--- src/rtl/branch_resolve_ctrl.sv ---
// Branch resolution controller: in-order queue of predicted branches, compared
// against EX/MEM outcomes to drive predictor updates, PC redirects and flushes.
module branch_resolve_ctrl #(
  parameter int XLEN         = 32,
  parameter int DEPTH        = 4,
  parameter int FLUSH_CYCLES = 2,
  parameter int CNT_W        = 16
) (
  input  logic             clk,
  input  logic             rstn,
  input  logic             id_push,
  input  logic             id_pred_taken,
  input  logic [XLEN-1:0]  id_target,
  input  logic [XLEN-1:0]  id_pc_plus4,
  input  logic             ex_resolve,
  input  logic             ex_taken,
  output logic             q_full,
  output logic             bp_update,
  output logic             bp_prev_taken,
  output logic             redirect_valid,
  output logic [XLEN-1:0]  redirect_pc,
  output logic             flush,
  output logic [CNT_W-1:0] mispredict_count,
  output logic             proto_err
);

  localparam int PTR_W = $clog2(DEPTH);
  localparam int FC_W  = $clog2(FLUSH_CYCLES + 1);
  localparam logic [PTR_W:0] DEPTH_C = (PTR_W + 1)'(DEPTH);

  typedef enum logic {S_IDLE, S_FLUSH} state_e;

  state_e           state_q, state_d;
  logic [FC_W-1:0]  fcnt_q, fcnt_d;
  logic [PTR_W-1:0] wr_ptr_q, wr_ptr_d, rd_ptr_q, rd_ptr_d;
  logic [PTR_W:0]   count_q, count_d;
  logic             bp_update_q, bp_update_d;
  logic             bp_prev_taken_q, bp_prev_taken_d;
  logic             redirect_valid_q, redirect_valid_d;
  logic [XLEN-1:0]  redirect_pc_q, redirect_pc_d;
  logic [CNT_W-1:0] mis_cnt_q, mis_cnt_d;
  logic             proto_err_q, proto_err_d;

  logic             ent_pred_q [DEPTH];
  logic [XLEN-1:0]  ent_tgt_q  [DEPTH];
  logic [XLEN-1:0]  ent_pc4_q  [DEPTH];

  logic idle, q_empty, resolve_ok, mispredict, push_ok;

  assign idle       = (state_q == S_IDLE);
  assign q_full     = (count_q == DEPTH_C);
  assign q_empty    = (count_q == '0);
  assign resolve_ok = idle && ex_resolve && !q_empty;
  assign mispredict = resolve_ok && (ent_pred_q[rd_ptr_q] ^ ex_taken);
  // A push in the mispredict cycle is younger than the branch, so it is squashed.
  assign push_ok    = idle && id_push && (!q_full || resolve_ok) && !mispredict;

  always_comb begin
    state_d          = state_q;
    fcnt_d           = fcnt_q;
    wr_ptr_d         = wr_ptr_q;
    rd_ptr_d         = rd_ptr_q;
    count_d          = count_q;
    bp_update_d      = resolve_ok;
    bp_prev_taken_d  = resolve_ok && ex_taken;
    redirect_valid_d = mispredict;
    redirect_pc_d    = redirect_pc_q;
    mis_cnt_d        = mis_cnt_q;
    proto_err_d      = proto_err_q;

    if (idle && id_push && q_full && !resolve_ok) proto_err_d = 1'b1;
    if (idle && ex_resolve && q_empty)            proto_err_d = 1'b1;

    if (push_ok)    wr_ptr_d = wr_ptr_q + PTR_W'(1);
    if (resolve_ok) rd_ptr_d = rd_ptr_q + PTR_W'(1);
    case ({push_ok, resolve_ok})
      2'b10:   count_d = count_q + (PTR_W + 1)'(1);
      2'b01:   count_d = count_q - (PTR_W + 1)'(1);
      default: count_d = count_q;
    endcase

    if (mispredict) begin
      rd_ptr_d      = wr_ptr_q;
      wr_ptr_d      = wr_ptr_q;
      count_d       = '0;
      redirect_pc_d = ex_taken ? ent_tgt_q[rd_ptr_q] : ent_pc4_q[rd_ptr_q];
      if (mis_cnt_q != {CNT_W{1'b1}}) mis_cnt_d = mis_cnt_q + CNT_W'(1);
      state_d       = S_FLUSH;
      fcnt_d        = FC_W'(FLUSH_CYCLES);
    end

    if (state_q == S_FLUSH) begin
      fcnt_d = fcnt_q - FC_W'(1);
      if (fcnt_q == FC_W'(1)) state_d = S_IDLE;
    end
  end

  always_ff @(posedge clk or negedge rstn) begin
    if (!rstn) begin
      state_q          <= S_IDLE;
      fcnt_q           <= '0;
      wr_ptr_q         <= '0;
      rd_ptr_q         <= '0;
      count_q          <= '0;
      bp_update_q      <= 1'b0;
      bp_prev_taken_q  <= 1'b0;
      redirect_valid_q <= 1'b0;
      redirect_pc_q    <= '0;
      mis_cnt_q        <= '0;
      proto_err_q      <= 1'b0;
    end else begin
      state_q          <= state_d;
      fcnt_q           <= fcnt_d;
      wr_ptr_q         <= wr_ptr_d;
      rd_ptr_q         <= rd_ptr_d;
      count_q          <= count_d;
      bp_update_q      <= bp_update_d;
      bp_prev_taken_q  <= bp_prev_taken_d;
      redirect_valid_q <= redirect_valid_d;
      redirect_pc_q    <= redirect_pc_d;
      mis_cnt_q        <= mis_cnt_d;
      proto_err_q      <= proto_err_d;
    end
  end

  // Entry storage carries no reset; validity is tracked by the pointers and count.
  always_ff @(posedge clk) begin
    if (push_ok) begin
      ent_pred_q[wr_ptr_q] <= id_pred_taken;
      ent_tgt_q[wr_ptr_q]  <= id_target;
      ent_pc4_q[wr_ptr_q]  <= id_pc_plus4;
    end
  end

  assign bp_update        = bp_update_q;
  assign bp_prev_taken    = bp_prev_taken_q;
  assign redirect_valid   = redirect_valid_q;
  assign redirect_pc      = redirect_pc_q;
  assign flush            = (state_q == S_FLUSH);
  assign mispredict_count = mis_cnt_q;
  assign proto_err        = proto_err_q;

endmodule

--- config.mk ---
export PLATFORM = sky130hd
export DESIGN_NAME = branch_resolve_ctrl
export DESIGN_NICKNAME = d
export VERILOG_FILES = /design/src/rtl/branch_resolve_ctrl.sv
export SDC_FILE = /design/constraint.sdc
export NUM_CORES = 1
export LEC_CHECK = 0
export CAP_MARGIN = 20
export CORE_MARGIN = 10
export CORE_UTILIZATION = 53
export CTS_BUF_LIST = sky130_fd_sc_hd__clkbuf_8
export DETAILED_ROUTE_END_ITERATION = 6
export GPL_TIMING_DRIVEN = 0
export PLACE_DENSITY = 0.81
export SLEW_MARGIN = 20
export SYNTH_ARGS = -nofsm -noshare
export SYNTH_HDL_FRONTEND = slang
export SYNTH_SLANG_ARGS = --single-unit
--- constraint.sdc ---
create_clock -name clk -period 3.39 [get_ports clk]
set_clock_uncertainty 0.05 [all_clocks]
set_input_delay 0.5085 -clock clk [delete_from_list [all_inputs] [get_ports clk]]
set_output_delay 0.5085 -clock clk [all_outputs]
set_load 0.1 [all_outputs]
==> metrics.md <==
| Metric | Value |
|---|---|
| Rel. slew slack | around a third |
| Initial antenna violation count | 0 |
| Root buffer cell | clkbuf_8 |
| Crit path max-delay cell type | and2_4 |
| Maximum net fanout on the critical path | 38 |
| Critical path, cell by cell | clkbuf_1 -> nand2_1 -> mux2i_2 -> nor3_4 -> nor2_2 -> and2_4 -> buf_12 |
| Total instance count after detailed placement | between 1000 and 1500 |
| CTS Buf Count | about 50 |
| Synth top area share | a little over three fifths |
| Largest stage delay, worst path | between 0.5 and 0.6 ns |
| Routability cong. | roughly 0.86 |
| Class of the tightest hold or removal check | input pin to async pin |
| Main combinational cell family by area after synthesis | multiplexers |
| Xor and xnor area share after synthesis | around 1.3% |
| Core region area | 0.0228 mm2 |
| Number of distinct standard cells referenced by the synthesized netlist | 43 |
| Clock Latency Late Sink | 0.55 ns |
| Count of final max-slew check failures | 0 |
| Number of optimization iterations in the first detailed-route pass | 5 |
| DRC violation total after the first TritonRoute iteration | 638 |
| Start of the worst register-to-register path | rd_ptr_q[0] |
| Largest net degree at the start of global routing | 46 |
| Synth Cell Area | approximately 0.012 mm2 |
| Period minus WS final | 3.13 ns |
| Die Width | 173 um |
| Final-layout fill cell count | between 1500 and 2000 |
| Design Area, Final | approximately 0.015 mm2 |
| Worst setup slack before clock tree synthesis | approximately 0.055 ns |
| Number of warning messages in the yosys log | 0 |
| CTS resizes | 0 |
| Synth Area in Simple Gates | under 10% |
| Number of nets in the final layout | ~890 |
| TritonCTS clock tree | done |
| Via count of the first global-routing pass | between 7000 and 8000 |
| Buf+Inv Stages, Crit Path | 2 |
| Unrepaired setup endpoints after global routing | false |
| Worst supply voltage drop on vdd | 0.478 mV |
| Routed wire per std cell | roughly 22 um |
| Number of setup buffers added after CTS | 0 |
| Number of synthesized register bits | around 320 |
| Overall routing resource usage | 17.1% |
| Tightest Pin Transition | about 1 ns |
| Required time at the worst-slack endpoint | about 3.6 ns |
| Max Cap Violations | 0 |
| Standby leakage power | ~5.3 nW |
| Fraction of final layout cells sized beyond drive strength 1 | around a fifth |
| Adder-cell share of the synthesized area | 0.706% |
| Most area-hungry cell type in the Yosys netlist | edfxtp_1 |
| Compound-gate portion of the synthesized area | under 10% |
| # DRC | 0 |
| Status | complete, no violations |
| Total inserted antenna cells | 0 |
| Count of non-filler cells in the finished layout | between 1000 and 1500 |
| I/O pin total | 124 |
| Initial core utilization | a little over half |
| Top FF cell, synth | edfxtp_1 |
| Die H | between 150 and 200 um |
| Cell types with the largest area share after synthesis | edfxtp_1, dfrtp_1, mux4_2 |
| Max Clk Rate | around 320 MHz |
| CTS max path bufs | 3 |
| Power density over the cells | between 900 and 1000 mW/mm2 |
| Detailed placer's ending HPWL | 16.8 mm |
| Number of clock sinks seen by CTS | 322 |
| Post-detailed-routing wire length | 25.6 mm |
| Clock slew at the register clock pins of the worst setup and hold paths | roughly 0.060 ns |
| Sequential fraction of the synthesis area | between 70% and 80% |
| Instance count of the mapped netlist | 635 |
| Count of flip-flops with a built-in enable after synthesis | 260 |
| Hold Fails Final Rpt | 0 |
| Vias | about 6500 |
| Mean cell area of the mapped netlist | 19.5 um2 |
| Final worst-path cycle share | a little over 90% |
| H-Tree Level Count | 2 |
| Launching element of the worst setup path | rd_ptr_q[0] |
| Crit path setup slack, layout | between 0.2 and 0.3 ns |
| Final ANT Viol Nets | 0 |
| Detailed-route vias per instance | around 5.6 |
| Wire length of the first global-routing pass | between 40 and 50 mm |
| Synthesized netlist net count | 712 |
| Synthesis-to-finish area growth | 21.9% |
| Type of element capturing the critical path | flip-flop |
| Fraction of registers with async set/reset | about a fifth |
| Cell family contributing the most delay on the critical path | simple AND/OR/NAND/NOR gates |
| Multiplexer share of the synthesized area | approximately 15% |
| Critical Path Source Type | flip-flop |
| Number of setup violations in the final report | 0 |
| Grt total ovfl | 0 |
| Count of standard-cell rows | 55 |
| Kind of critical path | flip-flop to flip-flop |
| Crit path arrival time | ~3.3 ns |
| Area enclosed by the die boundary | 0.0299 mm2 |
| Post-Place Cell Area | 0.0142 mm2 |
| Number of input and output port buffers inserted | 123 |
## report_power, final
| group | internal [mW] | switching (mW) |
|---|---|---|
| Clock | 1.62 | 1.40 |
| Combinational | 1.74 | 3.48 |
| Sequential | 5.12 | 0.346 |
| Total | 8.49 | 5.22 |
## cells in the final DEF, fill, tap and decap left out, types with 12 or more instances in the layout
| cell | count |
|---|---|
| edfxtp_1 | 260 |
| clkdlybuf4s50_1 | 122 |
| mux4_2 | 64 |
| dfrtp_1 | 62 |
| clkbuf_8 | 61 |
| nor2_1 | 42 |
| mux2i_1 | 34 |
| a21oi_1 | 34 |
| inv_1 | 27 |
| xnor2_1 | 17 |
| nand2_1 | 15 |
| buf_2 | 13 |
| clkbuf_1 | 12 |
## synth_stat cells, types with 2 or more instances
cell,instances
mux2i_2,2
nor2_1,42
dfrtp_1,62
buf_2,13
inv_1,5
nor3_1,3
a21oi_1,34
and2_1,5
nand4_1,10
clkbuf_1,12
and3_1,5
o21ai_0,6
mux4_2,64
buf_6,2
nor4_1,3
edfxtp_1,260
xor2_1,2
mux2i_1,34
nand3_1,8
nand2_1,15
xnor2_1,17
ha_1,7
a21o_1,2
mux2_2,2
buf_1,2
## final timing paths
kind | end | slack (ns) | cells past startpoint
min in group clk | proto_err | 0.42 | 1
worst max register to register | ent_pc4_q[3][26] | 0.26 | 7
worst min-delay path | redirect_pc[23] | 0.36 | 2
worst max-delay path | ent_pc4_q[3][26] | 0.26 | 7
max in group asynchronous | redirect_pc[17] | 2.41 | 3
worst min register to register | proto_err | 0.42 | 1
## sequential cells by signal (all words and copies together) (netlist names), 2 cells and up
signal,cells
redirect_pc,32
ent_pc4_q,128
ent_pred_q,4
rd_ptr_q,2
count_q,3
ent_tgt_q,128
wr_ptr_q,2
fcnt_q,2
mispredict_count,16
## final cells by class
class	count	area, um2	share of cell area [%]
plain buffers	29	140	0.926
clock buffers	61	840	5.55
clock inverters	31	124	0.819
inverters	5	18.8	0.124
multi-input cells	279	2900	19.2
flip-flops and latches	322	9360	61.9
well taps	313	392	2.59
repair buffers	129	1350	8.95
## metal layers
metal  up-vias  part of all wire (%)  GRT usage, %
met5         -                     0             0
met3        41                   6.5          4.25
li1       2903                     -             -
met4         0                   1.6          5.03
met1      3354                    40          21.0
met2       242                    51          29.6
## cell families (layout without fill, tap and decap cells)
kind of cell    count (synthesis)  in the layout
compound gates                 51             51
xor+xnor                       19             19
fa+ha+maj                       7              7
buf+inv                        34            255
flops                         322            322
mux                           103            103
simple gates                   99             99
## through the flow
step | hold slack (ns) | power, mW | TNS, ns | utilization, %
6_report | 0.361 | 13.7 | 0 | 66.2
5_1_grt | 0.342 | 14.3 | 0 | 66.2
4_1_cts | 0.336 | 13.8 | 0 | 66.2
3_5_place_dp | 0.369 | 10.8 | 0 | 62.0
3_3_place_gp | 0.387 | 10.6 | -147.26 | 61.5
2_1_floorplan | 0.163 | 9.33 | 0 | -
## timing repair
action | CTS | global route
endpoints found under the hold margin | 17 | 0
endpoints found under the setup margin | 0 | 0
hold buffers | 1 | 0
(Power assumes the default switching activity.)
